[src/rtl/seg7_scroll_ctrl.sv]
// seg7_scroll_ctrl: bus-mapped scroller that drives a sliding 4-digit window into the 7-segment peripheral.
// Optional register readback is enabled by defining SEG7_SCROLL_READBACK_EN.
module seg7_scroll_ctrl #(
    parameter logic [31:0] BASE = 32'h20,
    parameter logic [31:0] SEG_BASE = 32'h10,
    parameter int PERIOD_BITS = 24
) (
    input  logic        clk,
    input  logic        reset_n,
    input  logic        strobe,
    input  logic        rw,
    input  logic [31:0] addr,
    input  logic [31:0] d_in,
    output logic [31:0] d_out,
    output logic        m_strobe,
    output logic        m_rw,
    output logic [31:0] m_addr,
    output logic [31:0] m_data,
    output logic        busy
);
    typedef enum logic [2:0] {IDLE, COUNT, WR_DIG_A, WR_DIG_B, WR_DOT_A, WR_DOT_B} state_t;
    state_t state, state_d;
    logic [63:0] msg, msg_d;
    logic [9:0] ctrl, ctrl_d;
    logic [PERIOD_BITS-1:0] period, period_d, timer, timer_d, eff;
    logic [3:0] pos, pos_d, dots;
    logic [15:0] win;
    logic sel, wr, ctrl_wr, go, step, dig, dot;

    function automatic logic [15:0] window(input logic [63:0] m, input logic [3:0] lm1, input logic [3:0] p);
        logic [15:0] w;
        logic [3:0] idx;
        w = '0;
        for (int k = 0; k < 4; k++) begin
            idx = 4'((5'(p) + 5'(k)) % (5'(lm1) + 5'd1));
            w[15-4*k -: 4] = m[4*idx +: 4];
        end
        return w;
    endfunction

    // ctrl packs {dir, dots, len-1, enable}
    always_comb begin
        sel = strobe && addr[31:2] == BASE[31:2];
        wr = sel && rw;
        ctrl_wr = wr && addr[1:0] == 2'd2;
        msg_d = {wr && addr[1:0] == 2'd1 ? d_in : msg[63:32], wr && addr[1:0] == 2'd0 ? d_in : msg[31:0]};
        ctrl_d = ctrl_wr ? {d_in[12:4], d_in[0]} : ctrl;
        period_d = wr && addr[1:0] == 2'd3 ? d_in[PERIOD_BITS-1:0] : period;
        eff = period < PERIOD_BITS'(8) ? PERIOD_BITS'(8) : period;
        go = ctrl_wr && d_in[0];
        step = ctrl[0] && !ctrl_wr && timer >= eff - PERIOD_BITS'(1);
        pos_d = go ? 4'd0 : step ? 4'((5'(pos) + (ctrl[9] ? 5'(ctrl[4:1]) : 5'd1)) % (5'(ctrl[4:1]) + 5'd1)) : pos;
        timer_d = go || step || !ctrl_d[0] ? '0 : timer + 1'b1;
        state_d = go || step ? WR_DIG_A :
                  !ctrl_d[0] ? IDLE :
                  state == WR_DIG_A ? WR_DIG_B :
                  state == WR_DIG_B ? WR_DOT_A :
                  state == WR_DOT_A ? WR_DOT_B :
                  state == WR_DOT_B ? COUNT : state;
        dig = state == WR_DIG_A || state == WR_DIG_B;
        dot = state == WR_DOT_A || state == WR_DOT_B;
        m_strobe = dig || dot;
        m_rw = dig || dot;
        busy = dig || dot;
        m_addr = dot ? SEG_BASE + 32'd1 : SEG_BASE;
        m_data = dig ? {16'b0, win} : dot ? {28'b0, dots} : '0;
    end

    // The window is latched from the values the registers take on entry to WR_DIG_A
    always_ff @(posedge clk or negedge reset_n) begin
        if (!reset_n) begin
            state <= IDLE;
            msg <= '0;
            ctrl <= '0;
            period <= '0;
            timer <= '0;
            pos <= '0;
            win <= '0;
            dots <= '0;
        end else begin
            state <= state_d;
            msg <= msg_d;
            ctrl <= ctrl_d;
            period <= period_d;
            timer <= timer_d;
            pos <= pos_d;
            if (go || step) begin
                win <= window(msg_d, ctrl_d[4:1], pos_d);
                dots <= ctrl_d[8:5];
            end
        end
    end

`ifdef SEG7_SCROLL_READBACK_EN
    always_ff @(posedge clk or negedge reset_n) begin
        if (!reset_n)
            d_out <= '0;
        else if (sel && !rw)
            d_out <= addr[1:0] == 2'd0 ? msg[31:0] :
                     addr[1:0] == 2'd1 ? msg[63:32] :
                     addr[1:0] == 2'd2 ? {19'b0, ctrl[9:1], 3'b0, ctrl[0]} : 32'(period);
    end
`else
    assign d_out = '0;
`endif
endmodule
[config.mk]
export PLATFORM = sky130hd
export DESIGN_NAME = seg7_scroll_ctrl
export DESIGN_NICKNAME = d
export VERILOG_FILES = /design/src/rtl/seg7_scroll_ctrl.sv
export SDC_FILE = /design/constraint.sdc
export NUM_CORES = 1
export LEC_CHECK = 0
export BUFFER_PORTS_ARGS = -buffer_cell sky130_fd_sc_hd__buf_2
export CORE_UTILIZATION = 42
export CTS_CLUSTER_SIZE = 20
export DETAILED_ROUTE_END_ITERATION = 8
export GPL_TIMING_DRIVEN = 0
export PLACE_DENSITY_LB_ADDON = 0.05
export SLEW_MARGIN = 0
export SYNTH_ARGS = -nofsm -noshare
export SYNTH_HDL_FRONTEND = slang
export SYNTH_SLANG_ARGS = --single-unit
[constraint.sdc]
create_clock -name clk -period 16.46 [get_ports clk]
set_input_delay 1.646 -clock clk [delete_from_list [all_inputs] [get_ports clk]]
set_output_delay 1.646 -clock clk [all_outputs]
set_load 0.01 [all_outputs]
==> PnR_summary.wiki <==
{| class="wikitable"
! Metric !! Value
|-
| Result of the run || complete, no violations
|-
| Effective utilization at floorplan || 42.9%
|-
| Number of global-route vias before repair || 13,200
|-
| Area Growth Syn to Fin || 14.7%
|-
| Wirelength, routed || 52,400 um
|-
| Synth area leader || sky130_fd_sc_hd__dfrtp_1
|-
| XOR/XNOR share of the synthesized area || 4.94%
|-
| Areal power density over the cells || 49.1 mW/mm^2
|-
| Worst path required time || 16.85 ns
|-
| Filler Cell Count || 3,430
|-
| Number of inserted diodes || 0
|-
| Slew margin rel. || 8.11%
|-
| Die Area || 0.0362 sq mm
|-
| Post-detailed-route via-to-cell ratio || 5.70
|-
| Pins over their slew limit || 0
|-
| Post-placement setup slack || -0.838 ns
|-
| Library cell with the highest instance count after synthesis || sky130_fd_sc_hd__nand2_1
|-
| RSZ-0062 raised after global routing || false
|-
| Top post-synthesis cells by count || 246 x sky130_fd_sc_hd__nand2_1, 176 x sky130_fd_sc_hd__nor2_1, 149 x sky130_fd_sc_hd__dfrtp_1
|-
| Cell mode on critical path || sky130_fd_sc_hd__ha_1
|-
| CTS max path bufs || 2
|-
| CTS tree || yes
|-
| Proportion of synthesized area in mux cells || 10.9%
|-
| Portion of synthesized cell area occupied by the leading cell type || 25.0%
|-
| Worst Skew || 0.0115 ns
|-
| Number of clock buffers inserted by TritonCTS || 17
|-
| Category of cells accounting for the largest share of critical-path delay || compound AO/OA/AOI/OAI gates
|-
| Number of sinks driven by the clock tree || 149
|-
| Total I/O pin count || 167
|-
| Sequential share of the synthesized area || 25.0%
|-
| Simple-gate share of the synthesized area || 20.6%
|-
| Post-Synthesis Cell Area || 0.0149 sq mm
|-
| CP peak stage delay || 0.61 ns
|-
| Total grt overflow || 0
|-
| Achievable Freq || 64.5 MHz
|-
| Share of cells above drive strength 1 || 17.8%
|-
| Combinational family with the most area after synthesis || simple AND/OR/NAND/NOR gates
|-
| Number of library cell types mapped by synthesis || 91
|-
| Maximum vdd drop || 0.0790 mV
|-
| Synth Area in Compound Gates || 19.0%
|-
| CTS root buffer || sky130_fd_sc_hd__clkbuf_16
|-
| Finished layout cell area || 0.0171 sq mm
|-
| Critical Setup Path Class || register to register
|-
| Worst-path fanout max || 12
|-
| Number of failing hold endpoints at the final stage || 0
|-
| Final net count || 2,194
|-
| Maximum number of pins on one net before global-route repair || 96
|-
| CTS Hold Bufs || 0
|-
| Non-filler cells, final || 2,464
|-
| Actual transition at the worst max-transition pin || 1.37 ns
|-
| # Max-Cap Violations || 0
|-
| Number of synthesized flops with an enable pin || 0
|-
| HP Class || register to register
|-
| Leakage dissipation || 0.00829 uW
|-
| Async set-reset flop share out of synthesis || 100%
|-
| Routability cong. || 1.01
|-
| Number of buffer and inverter instances along the worst setup path || 1
|-
| Antenna violations before repair || 2
|-
| Source-to-sink clock delay at the later pin of the worst-skew pair || 0.45 ns
|-
| Worst-path clk slew || 0.07 ns
|-
| Share of the clock period used by the worst path after layout || 94.1%
|-
| # rows || 68
|-
| Final routed DRC violation total || 0
|-
| Final core utilization || 49.2%
|-
| Via total after detailed routing || 14,100
|-
| Count of H-tree levels built during CTS || 4
|-
| Synthesized flop and latch total || 149
|-
| 1st-iter DRT viols || 1,103
|-
| Area contributors post-synth || sky130_fd_sc_hd__dfrtp_1 25%, sky130_fd_sc_hd__ha_1 10%, sky130_fd_sc_hd__nand2_1 6.2%, sky130_fd_sc_hd__mux2i_1 5.2%, sky130_fd_sc_hd__nor2_1 4.4%
|-
| Gr usage total || 29.2%
|-
| Cell total after placement || 2,429
|-
| Vert. Die Dim || 190 um
|-
| Adder-cell share of the synthesized area || 11.3%
|-
| First-pass detailed-route iteration total || 6
|-
| Cell with the largest stage delay on the worst path || sky130_fd_sc_hd__or4b_2
|-
| Global-route wire length before repair || 79,700 um
|-
| Die W || 190 um
|-
| Sort of element at the end of the critical path || register
|-
| Finish-stage setup viols || 0
|-
| Min setup slack post-route || 0.967 ns
|-
| WL per Instance || 21.3 um
|-
| Total of warnings raised by yosys || 0
|-
| Critical path arrival || 15.88 ns
|-
| Cell area reported after detailed placement || 0.0163 sq mm
|-
| Worst setup SP type || register
|-
| Synthesized area per cell || 8.25 sq um
|-
| Number of nets still failing antenna checks after routing || 0
|-
| Time the final worst path needs with I/O delays and setup || 15.49 ns
|-
| Core area || 0.0347 sq mm
|-
| Count of buffers from port buffering || 87
|-
| Most common flop cell mapped by yosys || sky130_fd_sc_hd__dfrtp_1
|-
| Final HPWL DP || 41,100 um
|-
| Cells after synthesis || 1,807
|}
-- power breakdown --
group | internal [uW] | switching (uW)
Sequential | 366 | 0.000000851
Combinational | 20.8 | 31.9
Clock | 237 | 184
-- routing by layer --
layer,track usage [%],wire length [um],vias up
met5,0,27,-
met4,10.8,1620,4
met2,46.2,23800,533
li1,-,-,6699
met3,4.51,3260,78
met1,39.9,23700,6739
-- layout by cell type, fill, tap and decap left out, drive strengths merged, types with 52 or more instances in the layout --
master    n
nand2   246
buf     200
nor2    177
dfrtp   149
ha      123
a21oi    92
o21ai    83
conb     79
mux2i    79
inv      77
clkbuf   68
mux2     57
xnor2    52
-- cells by family (layout without fill, tap and decap cells) --
| family | after synthesis | after routing |
|---|---|---|
| DFF | 149 | 149 |
| buffers and inverters | 227 | 352 |
| adders and majority gates | 130 | 130 |
| muxes | 144 | 144 |
| and+or+nand+nor | 657 | 657 |
| other | 2 | 79 |
| AOI/OAI and AO/OA | 414 | 414 |
| xor gates and xnor gates | 84 | 84 |
-- per-stage QoR --
step                TNS [ns]  total power (uW)  hold slack, ns
finish                     0               840           0.475
global route               0               865           0.488
CTS                        0               844           0.473
detailed placement     -3.80               426           0.454
global placement       -2.09               424           0.449
floorplan                  0               398           0.436
-- worst reg2reg max path: cells and delay by family (launching register included) --
family / cells / cell delay (ns)
fa+ha+maj: 12 / 3.64
simple gates: 16 / 3.03
flops: 1 / 0.51
mux: 7 / 2.47
compound gates: 28 / 5.39
buf+inv: 1 / 0.15
xor+xnor: 1 / 0.23
-- flip-flops by register name (all words and copies together) (netlist names) --
register  count
period       24
dots          4
pos           4
msg          64
state         3
timer        24
ctrl         10
win          16
-- area by class of cell --
cell class                      instances  area [sq um]  share of cell area (%)
Buffer                                155           973                    5.70
Clock buffer                           19           453                    2.65
Clock inverter                         13           163                   0.952
Inverter                               71           272                    1.59
Multi-Input combinational cell       1508         10400                    60.9
Sequential cell                       149          3730                    21.8
Tap cell                              455           569                    3.33
Timing Repair Buffer                   94           529                    3.10
-- final timing paths --
| kind | startpoint | end | slack, ns | cells after the start |
|---|---|---|---|---|
| max reg2reg | ctrl[1]$_DFF_PN0_ | win[4]$_DFFE_PN0N_ | 0.97 | 65 |
| min in group asynchronous | reset_n | pos[0]$_DFF_PN0_ | 1.12 | 1 |
| max | ctrl[1]$_DFF_PN0_ | win[4]$_DFFE_PN0N_ | 0.97 | 65 |
| min | ctrl[7]$_DFF_PN0_ | ctrl[7]$_DFF_PN0_ | 0.48 | 2 |
| min reg2reg | ctrl[7]$_DFF_PN0_ | ctrl[7]$_DFF_PN0_ | 0.48 | 2 |
| max in group asynchronous | reset_n | msg[44]$_DFF_PN0_ | 14.44 | 2 |
-- timing repair --
action,CTS,global route
setup endpoints to repair,10,16
setup buffers,0,4
gates resized for setup,9,57
pin swaps,0,5
Power figures use the tool's default switching activity.
